==> src/rtl/cw_port_arbiter_pkg.sv <==
// Shared constants for the clockwise output-port arbiter.
package cw_port_arbiter_pkg;
  // Virtual-channel identifiers; the current VC equals the polarity bit.
  localparam logic VC_EVEN = 1'b0;
  localparam logic VC_ODD  = 1'b1;

  // Arbitration modes.
  localparam int ARB_RR   = 0;  // round-robin per VC
  localparam int ARB_RING = 1;  // through-traffic first, with starvation escape

  // Default flit width and the routing-bit position inside a flit.
  localparam int DW_DEF    = 64;
  localparam int ROUTE_BIT = 48;
endpackage

==> src/rtl/cw_port_arbiter_rr_arb2.sv <==
// Two-input arbiter for one VC. It holds that VC's round-robin pointer and
// starvation counter. Grants are combinational. State moves only while this
// VC is the current phase.
module rr_arb2
  import cw_port_arbiter_pkg::*;
#(
  parameter int ARB_MODE   = ARB_RR,
  parameter int STARVE_MAX = 4
) (
  input  logic clk,
  input  logic reset,
  input  logic active,
  input  logic req_cw,
  input  logic req_pe,
  input  logic cwro,
  output logic gnt_cw,
  output logic gnt_pe
);
  localparam logic [3:0] SMAX = 4'(STARVE_MAX);

  logic       ptr;     // 0 favours cw, 1 favours pe
  logic [3:0] starve;  // consecutive PE losses on this VC
  logic       pe_tie;  // pe wins when both requesters are asserted

  // Tie-break and grants. Both grants are held low while reset is asserted.
  always_comb begin
    pe_tie = (ARB_MODE == ARB_RR) ? ptr : (starve == SMAX);
    gnt_cw = reset & cwro & req_cw & (~req_pe | ~pe_tie);
    gnt_pe = reset & cwro & req_pe & (~req_cw |  pe_tie);
  end

  // Pointer and counter update. A cycle with cwro low is backpressure, not a
  // loss, so it leaves all state unchanged.
  always_ff @(posedge clk or negedge reset) begin
    if (!reset) begin
      ptr    <= 1'b0;
      starve <= '0;
    end else if (active && cwro) begin
      // Favour whichever side did not win. An uncontested grant follows the same rule.
      if (ARB_MODE == ARB_RR && (gnt_cw || gnt_pe))
        ptr <= gnt_cw;
      if (ARB_MODE == ARB_RING) begin
        if (gnt_pe)
          starve <= '0;
        else if (req_pe && starve != SMAX)
          starve <= starve + 4'd1;
      end
    end
  end
endmodule

==> src/rtl/cw_port_arbiter.sv <==
// Clockwise ring-link output controller. It owns the even/odd phase bit and
// arbitrates through-traffic against PE injection on the current phase's VC.
// It registers the winning flit onto the link.
module cw_port_arbiter
  import cw_port_arbiter_pkg::*;
#(
  parameter int DW         = DW_DEF,
  parameter int ARB_MODE   = ARB_RR,
  parameter int STARVE_MAX = 4
) (
  input  logic          clk,
  input  logic          reset,
  input  logic          req_cw,
  input  logic [DW-1:0] data_cw,
  input  logic          req_pe,
  input  logic [DW-1:0] data_pe,
  input  logic          cwro,
  output logic          gnt_cw,
  output logic          gnt_pe,
  output logic          polarity,
  output logic          cwso,
  output logic [DW-1:0] cwdo,
  output logic          cwdo_vc
);
  logic [1:0] vgnt_cw, vgnt_pe;

  // One arbiter per VC. Only the instance matching the current phase is active.
  for (genvar v = 0; v < 2; v++) begin : g_vc
    rr_arb2 #(.ARB_MODE(ARB_MODE), .STARVE_MAX(STARVE_MAX)) u_arb (
      .clk    (clk),
      .reset  (reset),
      .active (polarity == ((v == 0) ? VC_EVEN : VC_ODD)),
      .req_cw (req_cw),
      .req_pe (req_pe),
      .cwro   (cwro),
      .gnt_cw (vgnt_cw[v]),
      .gnt_pe (vgnt_pe[v])
    );
  end

  // The current phase selects which VC's grants reach the requesters.
  always_comb begin
    gnt_cw = vgnt_cw[polarity];
    gnt_pe = vgnt_pe[polarity];
  end

  // Phase toggle and link register. An in-flight flit is dropped on reset.
  always_ff @(posedge clk or negedge reset) begin
    if (!reset) begin
      polarity <= VC_EVEN;
      cwso     <= 1'b0;
      cwdo     <= '0;
      cwdo_vc  <= VC_EVEN;
    end else begin
      polarity <= ~polarity;
      cwso     <= gnt_cw | gnt_pe;
      if (gnt_cw || gnt_pe) begin
        cwdo    <= gnt_pe ? data_pe : data_cw;
        cwdo_vc <= polarity;
      end
    end
  end
endmodule
==> config.mk <==
export PLATFORM = sky130hd
export DESIGN_NAME = cw_port_arbiter
export DESIGN_NICKNAME = d
export VERILOG_FILES = /design/src/rtl/cw_port_arbiter_pkg.sv /design/src/rtl/cw_port_arbiter_rr_arb2.sv /design/src/rtl/cw_port_arbiter.sv
export SDC_FILE = /design/constraint.sdc
export NUM_CORES = 1
export LEC_CHECK = 0
export CAP_MARGIN = 20
export CELL_PAD_IN_SITES_DETAIL_PLACEMENT = 1
export CELL_PAD_IN_SITES_GLOBAL_PLACEMENT = 1
export CORE_ASPECT_RATIO = 0.5
export CORE_MARGIN = 2
export CORE_UTILIZATION = 32
export DETAILED_ROUTE_END_ITERATION = 16
export PLACE_DENSITY = 0.86
export SYNTH_ARGS = -nofsm -noshare
export SYNTH_HDL_FRONTEND = slang
export SYNTH_SLANG_ARGS = --single-unit
==> constraint.sdc <==
create_clock -name clk -period 1.74 [get_ports clk]
set_input_delay 0.348 -clock clk [delete_from_list [all_inputs] [get_ports clk]]
set_output_delay 0.348 -clock clk [all_outputs]
set_load 0.03 [all_outputs]
== Word-level counts from Yosys, hierarchy flattened ==
Index checks and enable logic that the tools add are counted.

* Mux-type cells: 5
* Bitwise gates (word level): 17
* Magnitude comparators: 1
* Reduce and logical (&&, ||, !) cells: 7

{| class="wikitable"
|+ Operators by type and width
! operator !! number
|-
| two-way mux 64 bit || 1
|-
| bitwise AND 1 bit || 7
|-
| NOT 1 bit || 5
|-
| OR 1 bit || 5
|-
| two-way mux 1 bit || 4
|-
| AND reduction 2 bit || 2
|-
| logical OR 1 bit || 3
|-
| logical AND 1 bit || 2
|-
| < comparator 1 x 2 -> 1 bit, second input constant || 1
|}

* Word-level logic and storage cells: 36
* Flip-flop bits (word level): 69
* Output and inout port bits: 69

== Longest topological paths before layout ==
* Depth after elaboration: 6
* Mapped depth: 5
* Depth with buffers taken out: 3

== Hierarchy ==
From an unflattened synthesis, not the netlist that was laid out.

* Cells, all modules: 233
* Area total of the unflattened synthesis: 3624.7 um^2

{| class="wikitable"
|+ By module, submodules not included
! module !! times used !! cells an instance !! area each (um^2)
|-
| cw_port_arbiter || 1 || 217 || 3462.1
|-
| rr_arb2 || 2 || 8 || 81.3
|}

== Least setup slack after synthesis ==
Ideal clock, no wire load.

* Path kind: register to output
* From: register polarity
* To: output gnt_pe
* Stages on the path, launching flop included: 5
* Arrival time: 1.573 ns
* Data required time: 1.392 ns
* Path slack: -0.181 ns
* Path buffers: 2
* Path through: dfrtp_1 > mux2i_1 > buf_2 > buf_2 > a21oi_1

* Word-level cells in the longest chain between the ends: 2

{| class="wikitable"
|+ Ends and longest elaborated chain
! element !! line !! source
|-
| start: declaration || cw_port_arbiter.sv:20 || <nowiki>output logic polarity,</nowiki>
|-
| start signal: assignment || cw_port_arbiter.sv:55 || <nowiki>polarity <= ~polarity;</nowiki>
|-
| two-way mux 1 bit (implied by the code) (2 in series) || cw_port_arbiter.sv:44 || <nowiki>gnt_pe = vgnt_pe[polarity];</nowiki>
|-
| end: declaration || cw_port_arbiter.sv:19 || <nowiki>output logic gnt_pe,</nowiki>
|}

Every way passes these cells. The select of a mux whose other input is x is not followed.

== Worst setup path after layout ==
* From: register polarity
* To: output gnt_cw

* Word-level cells in the longest chain between the ends: 2

{| class="wikitable"
|+ Ends and longest elaborated chain
! element !! line !! source
|-
| two-way mux 1 bit (implied by the code) (2 in series) || cw_port_arbiter.sv:43 || <nowiki>gnt_cw = vgnt_cw[polarity];</nowiki>
|-
| end: declaration || cw_port_arbiter.sv:18 || <nowiki>output logic gnt_cw,</nowiki>
|}

Every way passes these cells. The select of a mux whose other input is x is not followed.

==> results.py <==
metrics = {
    "placed_design": {
        "dp_slack_ns": -0.1058,
        "dp.cells": 960,
        "portBuffers": 201,
        "place_congestion": 0.7799,
        "hpwl_um": 13220,
        "place_area_mm2": 0.007388,
    },
    "floorplanning": {
        "core_mm2": 0.01541,
        "die_h_um": 92.91,
        "fp.dieW_um": 181.8,
        "io_pins": 202,
        "die-area_mm2": 0.01689,
        "row_count": 32,
        "initial_core_util": 0.3282,
    },
    "grt": {
        "grt_pass1_wl_um": 31780,
        "first_global_vias": 6015,
        "grt_usage": 0.2362,
        "grt-busiest-layer": "met2",
        "antenna_found_initial": 0,
        "use_met3": 0.04090,
        "grtUsageMet1": 0.2807,
        "grtUsageMet2": 0.4231,
        "grt_max_degree": 81,
        "grt_overflow": 0,
    },
    "synth": {
        "postSynthCellCount": 594,
        "ys_ff_latch": 69,
        "yosysSeqAreaShare": 0.3413,
        "ys.flop_type": "dfrtp_1",
        "postSynthAreaPerCell_um2": 8.516,
        "synth.top_cell.area_share": 0.3413,
        "synth.top_cells.by_count": "dfrtp_1, inv_1, a21oi_1",
        "syn-cell-area_mm2": 0.005059,
        "syn_nets": 727,
        "synth_most_common_cell": "dfrtp_1",
        "yosysWarningCount": 0,
        "yosys.cell_types.count": 22,
        "ys_top_cells_by_area": "dfrtp_1, a2111oi_2, nand4b_1",
        "ys_async_sr_fraction": 1.000,
        "synth_area_leader_cell": "dfrtp_1",
        "synth_edf_count": 0,
    },
    "layout": {
        "fillers": 1719,
        "n_antenna_cell": 0,
        "design_area_mm2": 0.008279,
        "nNetsFinal": 909,
        "area_growth_pct": 63.67,
        "final_layout_size_suffix_gt1_frac": 0.2318,
        "fin_cells": 985,
    },
    "power": {
        "power_density_mw_per_mm2": 961.7,
        "power_leakage_uw": 0.003190,
        "p_total_uw": 7962,
        "ir_drop_mv": 0.5379,
    },
    "routing": {
        "antenna_left": 0,
        "drt_pass1_iterations": 4,
        "drc": 0,
        "routedWlPerCell_um": 23.06,
        "routed_via_density": 5.696,
        "drtIter0Drc": 281,
        "dr_total_vias": 5611,
        "routed_wl_um": 22720,
    },
    "clocking": {
        "cts_max_level": 3,
        "path_clk_slew_ns": 0.07,
        "root_buffer": "clkbuf_16",
        "insertion_delay_ns": 0.35,
        "clock_sinks": 69,
        "cts_buffers": 9,
        "cts_tree": "yes",
        "cts_buffer_depth": 2,
    },
    "critical_path": {
        "cp_max_fo": 6,
        "criticalPathCategory": "flip-flop to output pin",
        "cp.required_ns": 1.39,
        "crit_chain": "mux2i_4 -> o21ba_4 -> buf_6",
        "worstPathArrival_ns": 1.53,
        "critPathCaptureType": "output pin",
        "critPathLaunchType": "flip-flop",
        "crit_path_max_incr_delay_ns": 0.42,
        "cp_slowest_cell": "dfrtp_2",
    },
    "status": {
        "violations": "negative setup slack",
        "status": "finished, violations left",
    },
    "timing": {
        "final.setup.worst_slack_ns": -0.1379,
        "slew_viol_final": 0,
        "rsz0062_at_grt": "true",
        "max_freq_mhz": 532.5,
        "post-route-min-period_ns": 1.878,
        "fin_crit_sh": 1.079,
        "fin_skew_ns": 0.007600,
        "hold_viol_final": 0,
        "setup_violations": 29,
        "tightest_slew_ns": 0.4960,
        "slew_headroom": 0.6668,
        "whs_ns": 0.05622,
    },
    "run": {
        "cap_violations": 0,
    },
    "hold_path": {
        "hold_class": "input pin to asynchronous set/reset pin",
    },
}
[sequential cells by signal (all words and copies together), names as in the netlist]
register           count
cwdo                  64
cwdo_vc                1
cwso                   1
g_vc.u_arb.pe_tie      2
polarity               1
[routing by layer]
metal / part of all wire / vias to the layer above
met3: 0.034 / 61
met1: 0.41 / 2866
met2: 0.52 / 174
li1: - / 2510
met5: 0 / -
met4: 0.036 / 0
[cells in the final DEF (no fill, tap or decap), types with 3 or more instances in the layout]
cell type        instances
a2111oi_0                7
a2111oi_2               18
a2111oi_4               37
a21oi_1                 64
buf_12                  12
buf_4                   17
buf_6                    5
bufinv_16                3
clkbuf_16               10
clkdlybuf4s50_1        129
dfrtp_1                 68
dlygate4sd2_1           64
inv_1                   66
nand4b_1                64
nor2_1                  64
nor3_1                  64
or2_2                   64
[where the power goes]
part	switching (µW)	leakage [µW]	total [µW]	internal (µW)
logic	1960	0.00221	3460	1500
clock network	804	0.000165	2240	1440
registers	303	0.000813	2260	1960
[cells by family after synthesis]
group / count (synthesis) / synth area share
compound gates: 135 / 0.2441
simple gates: 259 / 0.3040
mux: 2 / 0.004205
flops: 69 / 0.3413
buf+inv: 129 / 0.1064
[worst max-delay path: cells and delay by family, from the launching register on]
| kind | cells | cell delay [ns] |
|---|---|---|
| buf+inv | 1 | 0.16 |
| mux | 1 | 0.34 |
| flops | 1 | 0.42 |
| compound gates | 1 | 0.26 |
[through the flow]
| step | setup TNS (ns) | utilization |
|---|---|---|
| 3_5_place_dp | -0.2682 | 0.4793 |
| 6_report | -0.9221 | 0.5371 |
| 2_1_floorplan | 0 | - |
| 3_3_place_gp | 0 | 0.4793 |
| 4_1_cts | -0.08750 | 0.5021 |
| 5_1_grt | -2.097 | 0.5371 |
[final timing paths]
check / startpoint / endpoint / slack (ns) / cells past startpoint
worst max-delay path: polarity / gnt_cw / -0.14 / 3
max in group asynchronous: reset / polarity / 1.00 / 3
min in group clk: req_cw / g_vc[0].u_arb.pe_tie / 0.47 / 4
worst min-delay path: reset / cwdo[55] / 0.06 / 2
worst max register to register: polarity / cwdo[7] / -0.09 / 5
worst min register to register: cwdo_vc / cwdo_vc / 0.52 / 1
[layout make-up]
cell class | count | area, µm² | area share
multi-input combinational | 396 | 3333 | 0.4026
sequential | 69 | 1728 | 0.2087
tap | 204 | 255.2 | 0.03083
timing repair buffer | 234 | 2366 | 0.2858
inverter | 66 | 247.7 | 0.02992
clock inverter | 6 | 110.1 | 0.01330
clock buffer | 10 | 239.0 | 0.02887
[what timing repair did]
item,CTS,global route
pin swaps,1,8
gates cloned,0,2
endpoints found under the hold margin,3,0
hold buffers,1,0
endpoints found under the setup margin,73,47
resized for setup,75,50
setup buffers,5,1
No activity file was read; power rests on OpenSTA's default activity.
==> RTL edit: new RTL, config.mk and constraints unchanged <==
Change the package constant `DW_DEF` from 64 to 128.
--- a/src/rtl/cw_port_arbiter_pkg.sv
+++ b/src/rtl/cw_port_arbiter_pkg.sv
@@ -9,7 +9,7 @@
   localparam int ARB_RING = 1;  // through-traffic first, with starvation escape
 
   // Default flit width and the routing-bit position inside a flit.
-  localparam int DW_DEF    = 64;
+  localparam int DW_DEF    = 128;
   localparam int ROUTE_BIT = 48;
 endpackage
 
Ports: changed (resized cwdo, data_cw and data_pe); port bits go from 202 to 394. No check against the original RTL was run, so the function may have changed too.
==> RTL edit against the original RTL <==
Synthesized area increased by 17%. Cell count rose by 12%. Largest cell class is now non-clock buffers. Wire length grew 15%. Hold slack gained 0.038 ns. Worst setup slack worse by 0.053 ns. Design area is 31% higher. Fmax down 2.8%. Clock power up 71%. Die area increased by 17%. Sequential cell count increased by 64. Critical path depth rose by 1. Total power increased by 50%. Sequential share of layout area up 9.8 points. The run still ends with negative setup slack left.
==> RTL edit: results (changes against the original RTL) <==
global_routing:
  grt_pass1_vias: 6305  # +4.8%
  antenna_found_initial: 1  # +1
  grt_pass1_wl_um: 38100  # +20%
  grt_max_degree: 122  # +51%
  grt_usage: 0.260  # +0.0238
place:
  portBuffers: 393  # +96%
  placed_cells: 1069  # +11%
  place.detailed.hpwl_um: 18800  # +42%
synth:
  syn_avg_cell_area_um2: 13.2  # +55%
  ys_seq_area_frac: 0.560  # +0.219
  synth-compound-area-share: 0.252  # +0.00782
  muxShareOfSynthArea: 0.00169  # -0.00252
  synthTopCellsByArea: "dfrtp_1 (56%), o221a_1 (21%), nand2b_1 (13%)"
  synth_commonest_cells: "dfrtp_1 (133), nand2b_1 (128), o221a_1 (109), o221a_2 (19)"
  synth_nets: 710  # -2.3%
sta:
  final.setup_skew_ns: 0.00814  # +0.000542 ns
  setup_violations: 65  # +120%
  worst_slack_ns: -0.191  # -0.0535 ns
route:
  drtIter0Drc: 246  # -12%
  routedWlPerCell_um: 23.6  # +2.2%
finish:
  final_cells: 1107  # +12%
  drive_gt1_frac: 0.105  # -0.127
  fillCellCount: 1902  # +11%
run_status:
  violations: "negative setup slack"
  status: "finished, violations left"
-- RTL edit: cell types whose count changed after synthesis, moves of 49 or more --
cell	delta
nand2b_1	+128
o221a_1	+109
a21oi_1	-64
dfrtp_1	+64
nand4b_1	-64
nor2_1	-64
nor3_1	-64
or2_2	-64
inv_1	-61
a2111oi_2	-49
-- RTL edit: metal layers --
layer  global-route usage  routed length (µm)
met5                    0                   0
met4                0.112                 942
met3               0.0578                1300
met2                0.462               13400
met1                0.308               10400
-- RTL edit: kinds of logic (layout without fill, tap and decap cells) --
logic type / Yosys count / after routing
buffers and inverters: 47 / 464
AO/OA/AOI/OAI: 136 / 136
multiplexers: 1 / 1
other: 0 / 1
flip-flops: 133 / 133
AND/OR/NAND/NOR: 132 / 132
-- RTL edit: final timing paths --
path	to	slack (ns)	cells past startpoint
max	gnt_pe	-0.19	4
min	cwdo[83]$_DFFE_PN0P_	0.09	2
max reg2reg	cwdo[24]$_DFFE_PN0P_	-0.04	5
min reg2reg	cwdo_vc$_DFFE_PN0P_	0.48	2
max in group asynchronous	cwdo[116]$_DFFE_PN0P_	1.06	3
min in group clk	g_vc[0].u_arb.pe_tie$_DFFE_PN0P_	0.37	3
-- RTL edit: metrics by stage --
stage	total power [W]	TNS, ns	utilization
floorplan	0.00622	0	-
global placement	0.00839	-26.76	0.562
detailed placement	0.00851	-30.76	0.562
CTS	0.0120	-0.324	0.589
global route	0.0124	-5.30	0.594
finish	0.0119	-1.30	0.594
-- RTL edit: area by class of cell --
type | instances | area share
diodes | 1 | 0.000230
inverters | 5 | 0.00230
clock inverters | 10 | 0.0142
flip-flops and latches | 133 | 0.306
multi-input cells | 269 | 0.215
repair buffers | 428 | 0.392
well taps | 240 | 0.0276
clock buffers | 21 | 0.0424
-- RTL edit: report_power, final --
part	switching, W	internal [W]
clock	0.00138	0.00246
combinational	0.00220	0.00188
sequential	0.000319	0.00368
total	0.00390	0.00803
-- RTL edit: worst max-delay path, delay by kind of cell (launching register included) --
family,cells,cell delay [ns]
flip-flops,1,0.43
AO/OA/AOI/OAI,1,0.36
buffers and inverters,2,0.21
multiplexers,1,0.18
-- RTL edit: timing repair --
item | CTS | global route
endpoints found under the hold margin | 12 | 0
buffers inserted | 3 | 0
endpoints found under the setup margin | 133 | 129
gates resized for setup | 139 | 6
pin swaps | 2 | 0
gates cloned | 0 | 3
hold buffers | 1 | 0
